## src/rtl/hazard_ctrl_pkg.sv

```systemverilog
// Shared types and constants for the IF/ID hazard controller and its helpers.
package hazard_pkg;

    typedef enum logic {
        RUN      = 1'b0,
        MDU_WAIT = 1'b1
    } state_e;

    localparam logic [4:0]  REG_ZERO        = 5'd0;
    localparam int unsigned MDU_TIMEOUT_DEF = 64;
    localparam int unsigned CNT_W_DEF       = 16;

endpackage

```

## src/rtl/hazard_ctrl_if.sv

```systemverilog
// Pipeline-side signal bundle of the hazard controller; slave = controller, master = pipeline.
interface hazard_ctrl_if #(
    parameter int unsigned CNT_W = hazard_pkg::CNT_W_DEF
);
    logic [4:0]       id_rs;
    logic [4:0]       id_rt;
    logic             id_uses_rt;
    logic             ex_mem_read;
    logic [4:0]       ex_rt;
    logic             branch_taken;
    logic             mdu_start;
    logic             mdu_done;
    logic             pc_write;
    logic             if_id_write;
    logic             if_flush;
    logic             id_ex_bubble;
    logic             busy;
    logic             mdu_timeout;
    logic [CNT_W-1:0] stall_cycles;

    modport master (
        output id_rs, id_rt, id_uses_rt, ex_mem_read, ex_rt,
               branch_taken, mdu_start, mdu_done,
        input  pc_write, if_id_write, if_flush, id_ex_bubble,
               busy, mdu_timeout, stall_cycles
    );

    modport slave (
        input  id_rs, id_rt, id_uses_rt, ex_mem_read, ex_rt,
               branch_taken, mdu_start, mdu_done,
        output pc_write, if_id_write, if_flush, id_ex_bubble,
               busy, mdu_timeout, stall_cycles
    );
endinterface

```

## src/rtl/hazard_ctrl_load_use_detect.sv

```systemverilog
// Load-use comparator: a load in EX writes a register the ID instruction reads.
module load_use_detect
    import hazard_pkg::*;
(
    input  logic [4:0] id_rs,
    input  logic [4:0] id_rt,
    input  logic       id_uses_rt,
    input  logic       ex_mem_read,
    input  logic [4:0] ex_rt,
    output logic       lu
);

    // r0 is hardwired to zero, so a load targeting it never creates a dependency
    assign lu = ex_mem_read && (ex_rt != REG_ZERO) &&
                ((ex_rt == id_rs) || (id_uses_rt && (ex_rt == id_rt)));

endmodule

```

## src/rtl/hazard_ctrl.sv

```systemverilog
// Stall/flush sequencer for PC and IF/ID: load-use stalls, branch flushes, MDU waits.
module hazard_ctrl
    import hazard_pkg::*;
#(
    parameter int unsigned MDU_TIMEOUT = MDU_TIMEOUT_DEF,
    parameter int unsigned CNT_W       = CNT_W_DEF
) (
    input  logic           clk,
    input  logic           reset,
    hazard_ctrl_if.slave   hz
);

    localparam int unsigned        WCNT_W   = $clog2(MDU_TIMEOUT + 1);
    localparam logic [WCNT_W-1:0]  WCNT_MAX = WCNT_W'(MDU_TIMEOUT);

    state_e              state_q, state_d;
    logic                pend_flush_q, pend_flush_d;
    logic [WCNT_W-1:0]   wait_cnt_q, wait_cnt_d;
    logic                timeout_q, timeout_d;
    logic [CNT_W-1:0]    stall_q, stall_d;
    logic                lu;
    logic                pc_write;

    load_use_detect u_lu (
        .id_rs       (hz.id_rs),
        .id_rt       (hz.id_rt),
        .id_uses_rt  (hz.id_uses_rt),
        .ex_mem_read (hz.ex_mem_read),
        .ex_rt       (hz.ex_rt),
        .lu          (lu)
    );

    always_ff @(posedge clk) begin
        if (reset) state_q <= RUN;
        else       state_q <= state_d;
    end

    always_ff @(posedge clk) begin
        if (reset) begin
            pend_flush_q <= 1'b0;
            wait_cnt_q   <= '0;
            timeout_q    <= 1'b0;
            stall_q      <= '0;
        end else begin
            pend_flush_q <= pend_flush_d;
            wait_cnt_q   <= wait_cnt_d;
            timeout_q    <= timeout_d;
            stall_q      <= stall_d;
        end
    end

    always_comb begin
        state_d      = state_q;
        pend_flush_d = pend_flush_q;
        wait_cnt_d   = wait_cnt_q;
        timeout_d    = timeout_q;
        unique case (state_q)
            RUN: begin
                if (hz.mdu_start) begin
                    state_d    = MDU_WAIT;
                    wait_cnt_d = '0;
                    if (hz.branch_taken) pend_flush_d = 1'b1;
                end
            end
            MDU_WAIT: begin
                if (hz.mdu_done) begin
                    state_d      = RUN;
                    pend_flush_d = 1'b0;
                end else begin
                    if (wait_cnt_q != WCNT_MAX) wait_cnt_d = wait_cnt_q + 1'b1;
                    if (wait_cnt_d == WCNT_MAX) timeout_d = 1'b1;
                    if (hz.branch_taken) pend_flush_d = 1'b1;
                end
            end
            default: state_d = RUN;
        endcase
        stall_d = stall_q;
        if (!pc_write && (stall_q != '1)) stall_d = stall_q + 1'b1;
    end

    always_comb begin
        pc_write        = 1'b1;
        hz.if_id_write  = 1'b1;
        hz.if_flush     = 1'b0;
        hz.id_ex_bubble = 1'b0;
        hz.busy         = 1'b0;
        if (reset) begin
            pc_write        = 1'b0;
            hz.if_id_write  = 1'b0;
            hz.if_flush     = 1'b1;
            hz.id_ex_bubble = 1'b1;
        end else begin
            unique case (state_q)
                RUN: begin
                    // a load-use stall drops a same-cycle branch; it re-resolves next cycle
                    if (hz.mdu_start || lu) begin
                        pc_write        = 1'b0;
                        hz.if_id_write  = 1'b0;
                        hz.id_ex_bubble = 1'b1;
                    end else if (hz.branch_taken) begin
                        hz.if_flush = 1'b1;
                    end
                end
                MDU_WAIT: begin
                    hz.busy = 1'b1;
                    if (hz.mdu_done) begin
                        hz.if_flush = pend_flush_q | hz.branch_taken;
                    end else begin
                        pc_write        = 1'b0;
                        hz.if_id_write  = 1'b0;
                        hz.id_ex_bubble = 1'b1;
                    end
                end
                default: ;
            endcase
        end
    end

    assign hz.pc_write     = pc_write;
    assign hz.mdu_timeout  = timeout_q;
    assign hz.stall_cycles = stall_q;

endmodule

```

## src/flat_wrapper.sv

```systemverilog
// flat-port wrapper written by rule: the top's interface ports become plain ports
module hazard_ctrl_flat import hazard_pkg::*;
#(
    parameter int unsigned MDU_TIMEOUT = MDU_TIMEOUT_DEF,
    parameter int unsigned CNT_W       = CNT_W_DEF
)
  (clk, reset, hz_id_rs, hz_id_rt, hz_id_uses_rt, hz_ex_mem_read, hz_ex_rt, hz_branch_taken, hz_mdu_start, hz_mdu_done, hz_pc_write, hz_if_id_write, hz_if_flush, hz_id_ex_bubble, hz_busy, hz_mdu_timeout, hz_stall_cycles);
  hazard_ctrl_if #(.CNT_W(CNT_W)) hz_i ();
  input  logic clk;
  input  logic reset;
  input wire logic [$bits(hz_i.id_rs)-1:0] hz_id_rs;
  input wire logic [$bits(hz_i.id_rt)-1:0] hz_id_rt;
  input wire logic [$bits(hz_i.id_uses_rt)-1:0] hz_id_uses_rt;
  input wire logic [$bits(hz_i.ex_mem_read)-1:0] hz_ex_mem_read;
  input wire logic [$bits(hz_i.ex_rt)-1:0] hz_ex_rt;
  input wire logic [$bits(hz_i.branch_taken)-1:0] hz_branch_taken;
  input wire logic [$bits(hz_i.mdu_start)-1:0] hz_mdu_start;
  input wire logic [$bits(hz_i.mdu_done)-1:0] hz_mdu_done;
  output wire logic [$bits(hz_i.pc_write)-1:0] hz_pc_write;
  output wire logic [$bits(hz_i.if_id_write)-1:0] hz_if_id_write;
  output wire logic [$bits(hz_i.if_flush)-1:0] hz_if_flush;
  output wire logic [$bits(hz_i.id_ex_bubble)-1:0] hz_id_ex_bubble;
  output wire logic [$bits(hz_i.busy)-1:0] hz_busy;
  output wire logic [$bits(hz_i.mdu_timeout)-1:0] hz_mdu_timeout;
  output wire logic [$bits(hz_i.stall_cycles)-1:0] hz_stall_cycles;
  assign hz_i.id_rs = hz_id_rs;
  assign hz_i.id_rt = hz_id_rt;
  assign hz_i.id_uses_rt = hz_id_uses_rt;
  assign hz_i.ex_mem_read = hz_ex_mem_read;
  assign hz_i.ex_rt = hz_ex_rt;
  assign hz_i.branch_taken = hz_branch_taken;
  assign hz_i.mdu_start = hz_mdu_start;
  assign hz_i.mdu_done = hz_mdu_done;
  assign hz_pc_write = hz_i.pc_write;
  assign hz_if_id_write = hz_i.if_id_write;
  assign hz_if_flush = hz_i.if_flush;
  assign hz_id_ex_bubble = hz_i.id_ex_bubble;
  assign hz_busy = hz_i.busy;
  assign hz_mdu_timeout = hz_i.mdu_timeout;
  assign hz_stall_cycles = hz_i.stall_cycles;
  hazard_ctrl #(.MDU_TIMEOUT(MDU_TIMEOUT), .CNT_W(CNT_W)) u_core (.clk(clk), .reset(reset), .hz(hz_i));
endmodule
```

## config.mk

```make
export PLATFORM = sky130hd
export DESIGN_NAME = hazard_ctrl_flat
export DESIGN_NICKNAME = d
export VERILOG_FILES = /design/src/rtl/hazard_ctrl_pkg.sv /design/src/rtl/hazard_ctrl_if.sv /design/src/rtl/hazard_ctrl_load_use_detect.sv /design/src/rtl/hazard_ctrl.sv /design/src/flat_wrapper.sv
export SDC_FILE = /design/constraint.sdc
export NUM_CORES = 1
export LEC_CHECK = 0
export ABC_AREA = 1
export CORE_ASPECT_RATIO = 1.75
export CORE_MARGIN = 1
export CORE_UTILIZATION = 52
export DETAILED_ROUTE_END_ITERATION = 8
export PLACE_DENSITY_LB_ADDON = 0.05
export SYNTH_ARGS = -nofsm -noshare
export SYNTH_HDL_FRONTEND = slang
export SYNTH_SLANG_ARGS = --single-unit
```

## constraint.sdc

```tcl
create_clock -name clk -period 5.15 [get_ports clk]
set_input_delay 1.545 -clock clk [delete_from_list [all_inputs] [get_ports clk]]
set_output_delay 1.545 -clock clk [all_outputs]
set_load 0.02 [all_outputs]
```

==> impl_metrics.ini, run 1 <==
[floorplan]
die_area_um2 = 3470
die_h_um = 77.1
ioPinCount = 44
coreArea_um2 = 2990
rows = 26
initial_core_util_pct = 56.1
dieWidth_um = 44.9

[flow_run]
cap_viol_max_count = 0

[logic_synthesis]
ys_types = 30
ys_warn_count = 0
synth-edff-count = 0
synth_area_per_cell_um2 = 6.28
ys.flop_type = dfxtp_1
seq_area_frac_synth_pct = 31.0
syn_inst = 267
synthArstFlopShare_pct = 0
ys_ff_latch = 26
synthesis.nets = 292
syn_area_um2 = 1680

[sta]
fin_crit_ns = 4.98
setup_slack_ns = 0.165
drv_slew = 0
post-route-period-util_pct = 96.8
slew_headroom_pct = 56.7
fmax_mhz = 201
setup_viol = 0
fin_skew_ns = 0.00171
finalHoldViolCount = 0
rsz0062_at_grt = no
fin_setup_tns_ns = 0
max_slew.worst_pin.slew_ns = 0.645

[grt]
use_met2_pct = 44.9
grt_max_degree = 25
gr-usage-met3_pct = 2.59
grt_usage_pct = 23.7
met1_usage_pct = 23.4
first_global_vias = 1599
grt_pass1_wl_mm = 6.31
grt_remaining_overflow = 0
top_usage_layer = met2
antenna_found_initial = 0

[place]
gp_congestion = 0.800
pre_cts_ws_ns = 0.168
portBuffers = 43
hpwl_mm = 2.85

[detailed_routing]
vias = 1748
drtPass1Iterations = 4
viasPerCell = 4.95
wl_per_cell_um = 10.3
drc = 0
drtIter0Drc = 42
ant_nets = 0
routed_wirelength_mm = 3.64

[finish]
postLayoutCoreUtil_pct = 73.5
n_antenna_cell = 0
fin_nets = 337
most-common-layout-cells = nand2_1 (77), clkdlybuf4s50_1 (43), nor2_1 (39), inv_1 (28), dfxtp_1 (26)
syn_to_final_growth_pct = 31.2
multi_input_area_um2 = 965
regArea_um2 = 520
final_common_cell = nand2_1
drive_above_1_share_pct = 8.68
fillCellCount = 272

[cts]
cts_root_buf = clkbuf_8
htree_levels = 1
cts_buffer_depth = 2
clk_pin_slew_ns = 0.09
cts_setup_buffers = 0
cts.sinks = 26
cts_resized = 0
tritoncts = yes
clk-insertion-delay-late_ns = 0.27
hold_buffers = 0
cts_buffers = 3

[power]
leakagePower_nw = 0.929
vdd_ir_drop_max_mv = 0.150
power_uw = 462
power_density_nw_per_um2 = 210

[worst_setup_path]
crit_path_end_kind = primary output
arrival_ns = 3.44
cp-start-kind = input port
worst-r2r-cell-count = 12
setup.worst_path.class = input port to primary output
critPathRequiredTime_ns = 3.61
cp_max_fo = 9
reg2reg_setup_slack_ns = 3.20

[worst_hold_path]
worstHoldPathCells = 2
hold_class = flip-flop to flip-flop

[status]
status = finished, final reports clean
## cells by family after synthesis
| kind of cell | share of synthesized area [%] |
|---|---|
| adder cells (fa/ha/maj) | 2.24 |
| AO/OA/AOI/OAI | 8.65 |
| XOR/XNOR | 3.65 |
| AND/OR/NAND/NOR | 43.0 |
| flip-flops | 31.0 |
| buffers and inverters | 11.5 |
## through the flow
stage	hold WS [ns]	instance area (um2)	std cells
final	0.464	2200	353
after global routing	0.489	2200	353
after CTS	0.465	2200	353
after detailed placement	0.451	2130	349
after global placement	0.437	2130	349
after floorplan	0.445	1680	267
## per-layer routing
metal,up-vias,share of wire [%]
li1,928,-
met1,777,40
met2,34,56
met3,9,1.7
met4,0,2.5
met5,-,0
## critical path: stages
cell and delay, ns:
clkdlybuf4s50_1 0.53, inv_2 0.05, nand2_1 0.05, nand2_1 0.05, nor2_1 0.13, nand3_1 0.08, nand2_1 0.07, nand2_1 0.06
nand2_1 0.06, nand2_1 0.06, nand2_2 0.14, clkdlybuf4s50_1 0.63
## report_power, final
group / leakage [nW] / switching (mW) / total (mW) / internal [mW]
clock network: 0.0357 / 0.0678 / 0.172 / 0.104
registers: 0.211 / 0.00427 / 0.209 / 0.205
logic: 0.683 / 0.0418 / 0.0810 / 0.0392
## state kept, by name, indices dropped and copies added (netlist names)
signal and cells:
u_core.hz.mdu_timeout 1, u_core.pend_flush_q 1, u_core.state_q 1, u_core.wait_cnt_q 7
u_core.hz.stall_cycles 16
## cell usage after synthesis (2+ instances only)
master / n / area (um2)
nor3_2: 2 / 20.0
ha_1: 3 / 37.5
nand2_1: 77 / 289
nand4_1: 5 / 31.3
xor2_1: 6 / 52.6
buf_6: 4 / 45.0
nor2_2: 4 / 25.0
nand3_1: 21 / 105
inv_2: 6 / 22.5
dfxtp_1: 26 / 521
inv_1: 28 / 105
a21oi_1: 24 / 120
nor2_1: 39 / 146
nand3_2: 3 / 30.0
nand2_2: 2 / 12.5
nor3_1: 2 / 10.0
nor3b_1: 2 / 15.0
## cell type report
cell class / count / area share [%]
well taps: 42 / 2.39
multi-input cells: 199 / 43.8
flip-flops and latches: 26 / 23.6
clock inverters: 1 / 1.36
clock buffers: 3 / 1.88
repair buffers: 47 / 20.9
inverters: 35 / 5.97
## worst paths after layout
path	startpoint	to
worst max-delay path	hz_ex_rt[4]	hz_id_ex_bubble
worst min-delay path	u_core.hz.mdu_timeout$_SDFFE_PP0P_	u_core.hz.mdu_timeout$_SDFFE_PP0P_
worst max register to register	u_core.hz.stall_cycles[0]$_SDFFE_PP0P_	u_core.hz.stall_cycles[8]$_SDFFE_PP0P_
worst min register to register	u_core.hz.mdu_timeout$_SDFFE_PP0P_	u_core.hz.mdu_timeout$_SDFFE_PP0P_
Note: power is estimated with default switching activity, not from simulation.
==> run 2, diff against run 1 <==
--- a/config.mk
+++ b/config.mk
@@ -8,7 +8,7 @@
 export ABC_AREA = 1
 export CORE_ASPECT_RATIO = 1.75
 export CORE_MARGIN = 1
-export CORE_UTILIZATION = 52
+export CORE_UTILIZATION = 40
 export DETAILED_ROUTE_END_ITERATION = 8
 export PLACE_DENSITY_LB_ADDON = 0.05
 export SYNTH_ARGS = -nofsm -noshare
==> run 2 against run 1 <==
Critical path depth unchanged. Sequential cell count unchanged. Die area increased by 29%. Core utilization decreased by 18 points. Worst setup slack improved by 0.10 ns. Maximum frequency increased by 2.1%. Critical path type unchanged.
==> impl_metrics.ini, run 2 (synthesis results as in run 1) <==
[status]
status = finished, final reports clean

[finish]
fin_cells = 359
postLayoutCoreUtil_pct = 56.0
syn_to_final_growth_pct = 31.6
fillCellCount = 428
most-common-layout-cells = nand2_1 (77), clkdlybuf4s50_1 (43), nor2_1 (39), inv_1 (28), dfxtp_1 (26)
drive_above_1_share_pct = 8.68
fin_nets = 337
finish.instance_area_um2 = 2210
final_common_cell = nand2_1
largest_reg_flops = 16
n_antenna_cell = 0

[floorplan]
coreArea_um2 = 3940
ioPinCount = 44
dieWidth_um = 51.0
die_h_um = 87.7
die_area_um2 = 4470
initial_core_util_pct = 42.6
rows = 30

[flow_run]
cap_viol_max_count = 0

[sta]
fin_crit_ns = 4.88
slew_headroom_pct = 55.1
finalHoldViolCount = 0
setup_slack_ns = 0.270
rsz0062_at_grt = no
fmax_mhz = 205
drv_slew = 0
fin_setup_tns_ns = 0
max_slew.worst_pin.slew_ns = 0.669
whs_ns = 0.456
post-route-period-util_pct = 94.8
fin_skew_ns = 0.00628
setup_viol = 0

[detailed_routing]
routed_wirelength_mm = 3.71
drtIter0Drc = 19
wl_per_cell_um = 10.3
viasPerCell = 4.75
vias = 1707
ant_nets = 0
drc = 0
drtPass1Iterations = 4

[power]
power_density_nw_per_um2 = 209
p_sw_share_pct = 24.4
p_int_uw = 348
p_sw_uw = 113
power_uw = 461
leakagePower_nw = 0.929
vdd_ir_drop_max_mv = 0.120
p_seq_share_pct = 45.5
p_clk_share_pct = 36.9
combPwrFrac_pct = 17.6

[grt]
grt_usage_pct = 18.0
grt_remaining_overflow = 0
antenna_found_initial = 0
first_global_vias = 1578
grt_pass1_wl_mm = 6.38
grt_max_degree = 31

[cts]
htree_levels = 1
clk_pin_slew_ns = 0.10
cts_root_buf = clkbuf_8
hold_buffers = 0
cts.sinks = 26
cts_setup_buffers = 0
cts_resized = 0
cts_buffers = 3
clk-insertion-delay-late_ns = 0.27
cts_buffer_depth = 2
tritoncts = yes

[worst_setup_path]
max_stage_delay_ns = 0.61
arrival_ns = 3.33
cp_max_fo = 4
cp-start-kind = input port
setup.worst_path.class = input port to primary output
critPathSlowestCell = clkdlybuf4s50_1
critPathRequiredTime_ns = 3.61
cp_common_cell = nand2_1
crit_path_end_kind = primary output
crit_chain = clkdlybuf4s50_1, inv_1, nand2_1, nand2_1, nor2_1, nand3_1, nand2_1, nand2_1, nand2_1, nand2_1, nand2_2, clkdlybuf4s50_1

[place]
portBuffers = 43
pre_cts_ws_ns = 0.247
dp_cells = 355
hpwl_mm = 2.94
gp_congestion = 0.815
dpl_cell_area_um2 = 2140

[worst_hold_path]
hold_class = flip-flop to flip-flop
## run 2: critical path: cells and delay by family
family | cells | cell delay (ns)
simple gates | 9 | 0.64
buf+inv | 3 | 1.15
## run 2: cell type report
cell class / instances / area [um2] / share of cell area, %
clock buffer: 3 / 41.3 / 1.87
clock inverter: 1 / 30.0 / 1.36
inverter: 35 / 131 / 5.95
multi-input combinational: 199 / 965 / 43.7
sequential: 26 / 520 / 23.6
tap: 48 / 60.1 / 2.72
timing repair buffer: 47 / 460 / 20.8
## run 2: path summary, 6_finish.rpt
kind / from / to / slack (ns) / cells after the start
setup / recovery: hz_ex_rt[0] / hz_id_ex_bubble / 0.27 / 12
hold / removal: u_core.hz.mdu_timeout$_SDFFE_PP0P_ / u_core.hz.mdu_timeout$_SDFFE_PP0P_ / 0.46 / 2
setup reg to reg: u_core.hz.stall_cycles[0]$_SDFFE_PP0P_ / u_core.hz.stall_cycles[8]$_SDFFE_PP0P_ / 3.25 / 12
hold reg to reg: u_core.hz.mdu_timeout$_SDFFE_PP0P_ / u_core.hz.mdu_timeout$_SDFFE_PP0P_ / 0.46 / 2
## run 2: power groups by stage
stage	registers [mW]	logic [mW]	clock network (mW)
6_report	0.209	0.0811	0.170
5_1_grt	0.210	0.0906	0.184
4_1_cts	0.210	0.0819	0.177
3_5_place_dp	0.214	0.0817	0
3_3_place_gp	0.214	0.0816	0
2_1_floorplan	0.217	0.0442	0
## run 2: per-layer routing
layer | global-route usage [%] | up-vias | part of all wire (%)
li1 | - | 928 | -
met1 | 18.2 | 752 | 42
met2 | 36.8 | 25 | 55
met3 | 2.26 | 2 | 2.6
met4 | 4.55 | 0 | 0.89
met5 | 0 | - | 0
==> run 3, diff against run 2 <==
--- a/config.mk
+++ b/config.mk
@@ -8,9 +8,10 @@
 export ABC_AREA = 1
 export CORE_ASPECT_RATIO = 1.75
 export CORE_MARGIN = 1
-export CORE_UTILIZATION = 40
+export CORE_UTILIZATION = 51
 export DETAILED_ROUTE_END_ITERATION = 8
 export PLACE_DENSITY_LB_ADDON = 0.05
+export SLEW_MARGIN = 20
 export SYNTH_ARGS = -nofsm -noshare
 export SYNTH_HDL_FRONTEND = slang
 export SYNTH_SLANG_ARGS = --single-unit
==> run 3 against run 2 <==
Worst hold slack improved by 0.0035 ns. Sequential cell count unchanged. Maximum frequency is essentially flat. Critical path type unchanged. Die area fell by 21%. Clock skew is 0.0027 ns higher. Sequential power is essentially flat. Critical path depth increased by 1. Combinational power barely moved.
==> impl_metrics.ini, run 3 (synthesis results as in run 1) <==
[status]
status = finished, final reports clean

[sta]
max_slew.worst_pin.slew_ns = 0.660
fin_setup_tns_ns = 0
rsz0062_at_grt = no
finalHoldViolCount = 0
slew_headroom_pct = 55.7
setup_viol = 0
fin_crit_ns = 4.88
fin_skew_ns = 0.00894
post-route-period-util_pct = 94.8
fmax_mhz = 205
drv_slew = 0

[finish]
fin_nets = 337
syn_to_final_growth_pct = 31.2
fillCellCount = 296
largest_reg_flops = 16
drive_above_1_share_pct = 8.68
regArea_um2 = 520
postLayoutCoreUtil_pct = 70.1
final_common_cell = nand2_1
most-common-layout-cells = nand2_1 (77), clkdlybuf4s50_1 (43), nor2_1 (39), inv_1 (28), dfxtp_1 (26)
n_antenna_cell = 0
multi_input_area_um2 = 965

[cts]
cts_buffers = 3
cts_setup_buffers = 0
tritoncts = yes
hold_buffers = 0
htree_levels = 1
cts_resized = 0
clk-insertion-delay-late_ns = 0.27
cts_buffer_depth = 2
cts.sinks = 26
cts_root_buf = clkbuf_8
clk_pin_slew_ns = 0.10

[worst_setup_path]
cp-start-kind = input port
r2r-start = u_core.hz.stall_cycles[0]$_SDFFE_PP0P_
crit_chain = clkdlybuf4s50_1, inv_2, nand2_1, nand2_1, nor2_1, nand3_1, nand2_1, nand2_1, nand2_1, nand2_1, nand2_2, inv_1, clkdlybuf4s50_1
critPathSlowestCell = clkdlybuf4s50_1
setup.worst_path.class = input port to primary output
crit_path_end_kind = primary output
critical_path.startpoint = hz_ex_rt[4]
crit_family = buffers and inverters
worst-path-buf-inv = 4
max_stage_delay_ns = 0.53
cp_common_cell = nand2_1
critPathRequiredTime_ns = 3.61
arrival_ns = 3.34
cp_max_fo = 4

[power]
vdd_ir_drop_max_mv = 0.179
power_density_nw_per_um2 = 210
leakagePower_nw = 0.929

[detailed_routing]
routed_wirelength_mm = 3.56
drtPass1Iterations = 4
wl_per_cell_um = 10.1
ant_nets = 0
drtIter0Drc = 28
vias = 1732
drc = 0
viasPerCell = 4.89

[grt]
grt_max_degree = 31
antenna_found_initial = 0
grt_usage_pct = 22.1
grt_remaining_overflow = 0
grt_pass1_wl_mm = 5.94
first_global_vias = 1540

[worst_hold_path]
hold_class = flip-flop to flip-flop
hp-start = u_core.hz.mdu_timeout$_SDFFE_PP0P_

[flow_run]
cap_viol_max_count = 0

[floorplan]
rows = 27
die_h_um = 77.9
dieWidth_um = 45.4
initial_core_util_pct = 53.4
coreArea_um2 = 3140
ioPinCount = 44
die_area_um2 = 3530

[place]
hpwl_mm = 2.76
gp_congestion = 0.839
portBuffers = 43
## run 3: worst register-to-register path, stage by stage, from the launching register on
cell     delay (ns)
dfxtp_1        0.42
ha_1           0.19
inv_1          0.05
nor2_2         0.15
nand3_2        0.10
nor2_2         0.14
nand3_2        0.24
inv_1          0.15
nor2_1         0.08
nand2_1        0.06
nor2_1         0.04
a21oi_1        0.11
nor2_1         0.05
## run 3: final timing paths
path | end | slack [ns] | depth (start not counted)
max reg2reg | u_core.hz.stall_cycles[8]$_SDFFE_PP0P_ | 3.28 | 12
min | u_core.hz.mdu_timeout$_SDFFE_PP0P_ | 0.46 | 2
min reg2reg | u_core.hz.mdu_timeout$_SDFFE_PP0P_ | 0.46 | 2
max | hz_if_id_write | 0.27 | 13
## run 3: per-layer routing
| metal | GRT usage (%) | up-vias | routed length [um] |
|---|---|---|---|
| li1 | - | 928 | - |
| met1 | 21.2 | 760 | 1410 |
| met2 | 41.9 | 38 | 1990 |
| met3 | 3.49 | 6 | 92 |
| met4 | 10.3 | 0 | 65 |
| met5 | 0 | - | 0 |
## run 3: area by class of cell
| type | count | area share (%) |
|---|---|---|
| Sequential cell | 26 | 23.6 |
| Clock buffer | 3 | 1.88 |
| Timing Repair Buffer | 47 | 20.9 |
| Inverter | 35 | 5.97 |
| Multi-Input combinational cell | 199 | 43.8 |
| Tap cell | 43 | 2.44 |
| Clock inverter | 1 | 1.36 |
## run 3: metrics by stage
stage	power [mW]	hold WS, ns	setup WS [ns]	instance area (um2)	cells
2_1_floorplan	0.261	0.445	1.10	1680	267
3_3_place_gp	0.295	0.439	0.286	2130	350
3_5_place_dp	0.295	0.450	0.268	2130	350
4_1_cts	0.467	0.465	0.252	2200	354
5_1_grt	0.481	0.492	0.0174	2200	354
6_report	0.461	0.459	0.265	2200	354
## run 3: report_power, final
| group | internal, mW | switching, mW |
|---|---|---|
| combinational | 0.0392 | 0.0422 |
| clock | 0.104 | 0.0664 |
| sequential | 0.205 | 0.00448 |
| total | 0.348 | 0.113 |
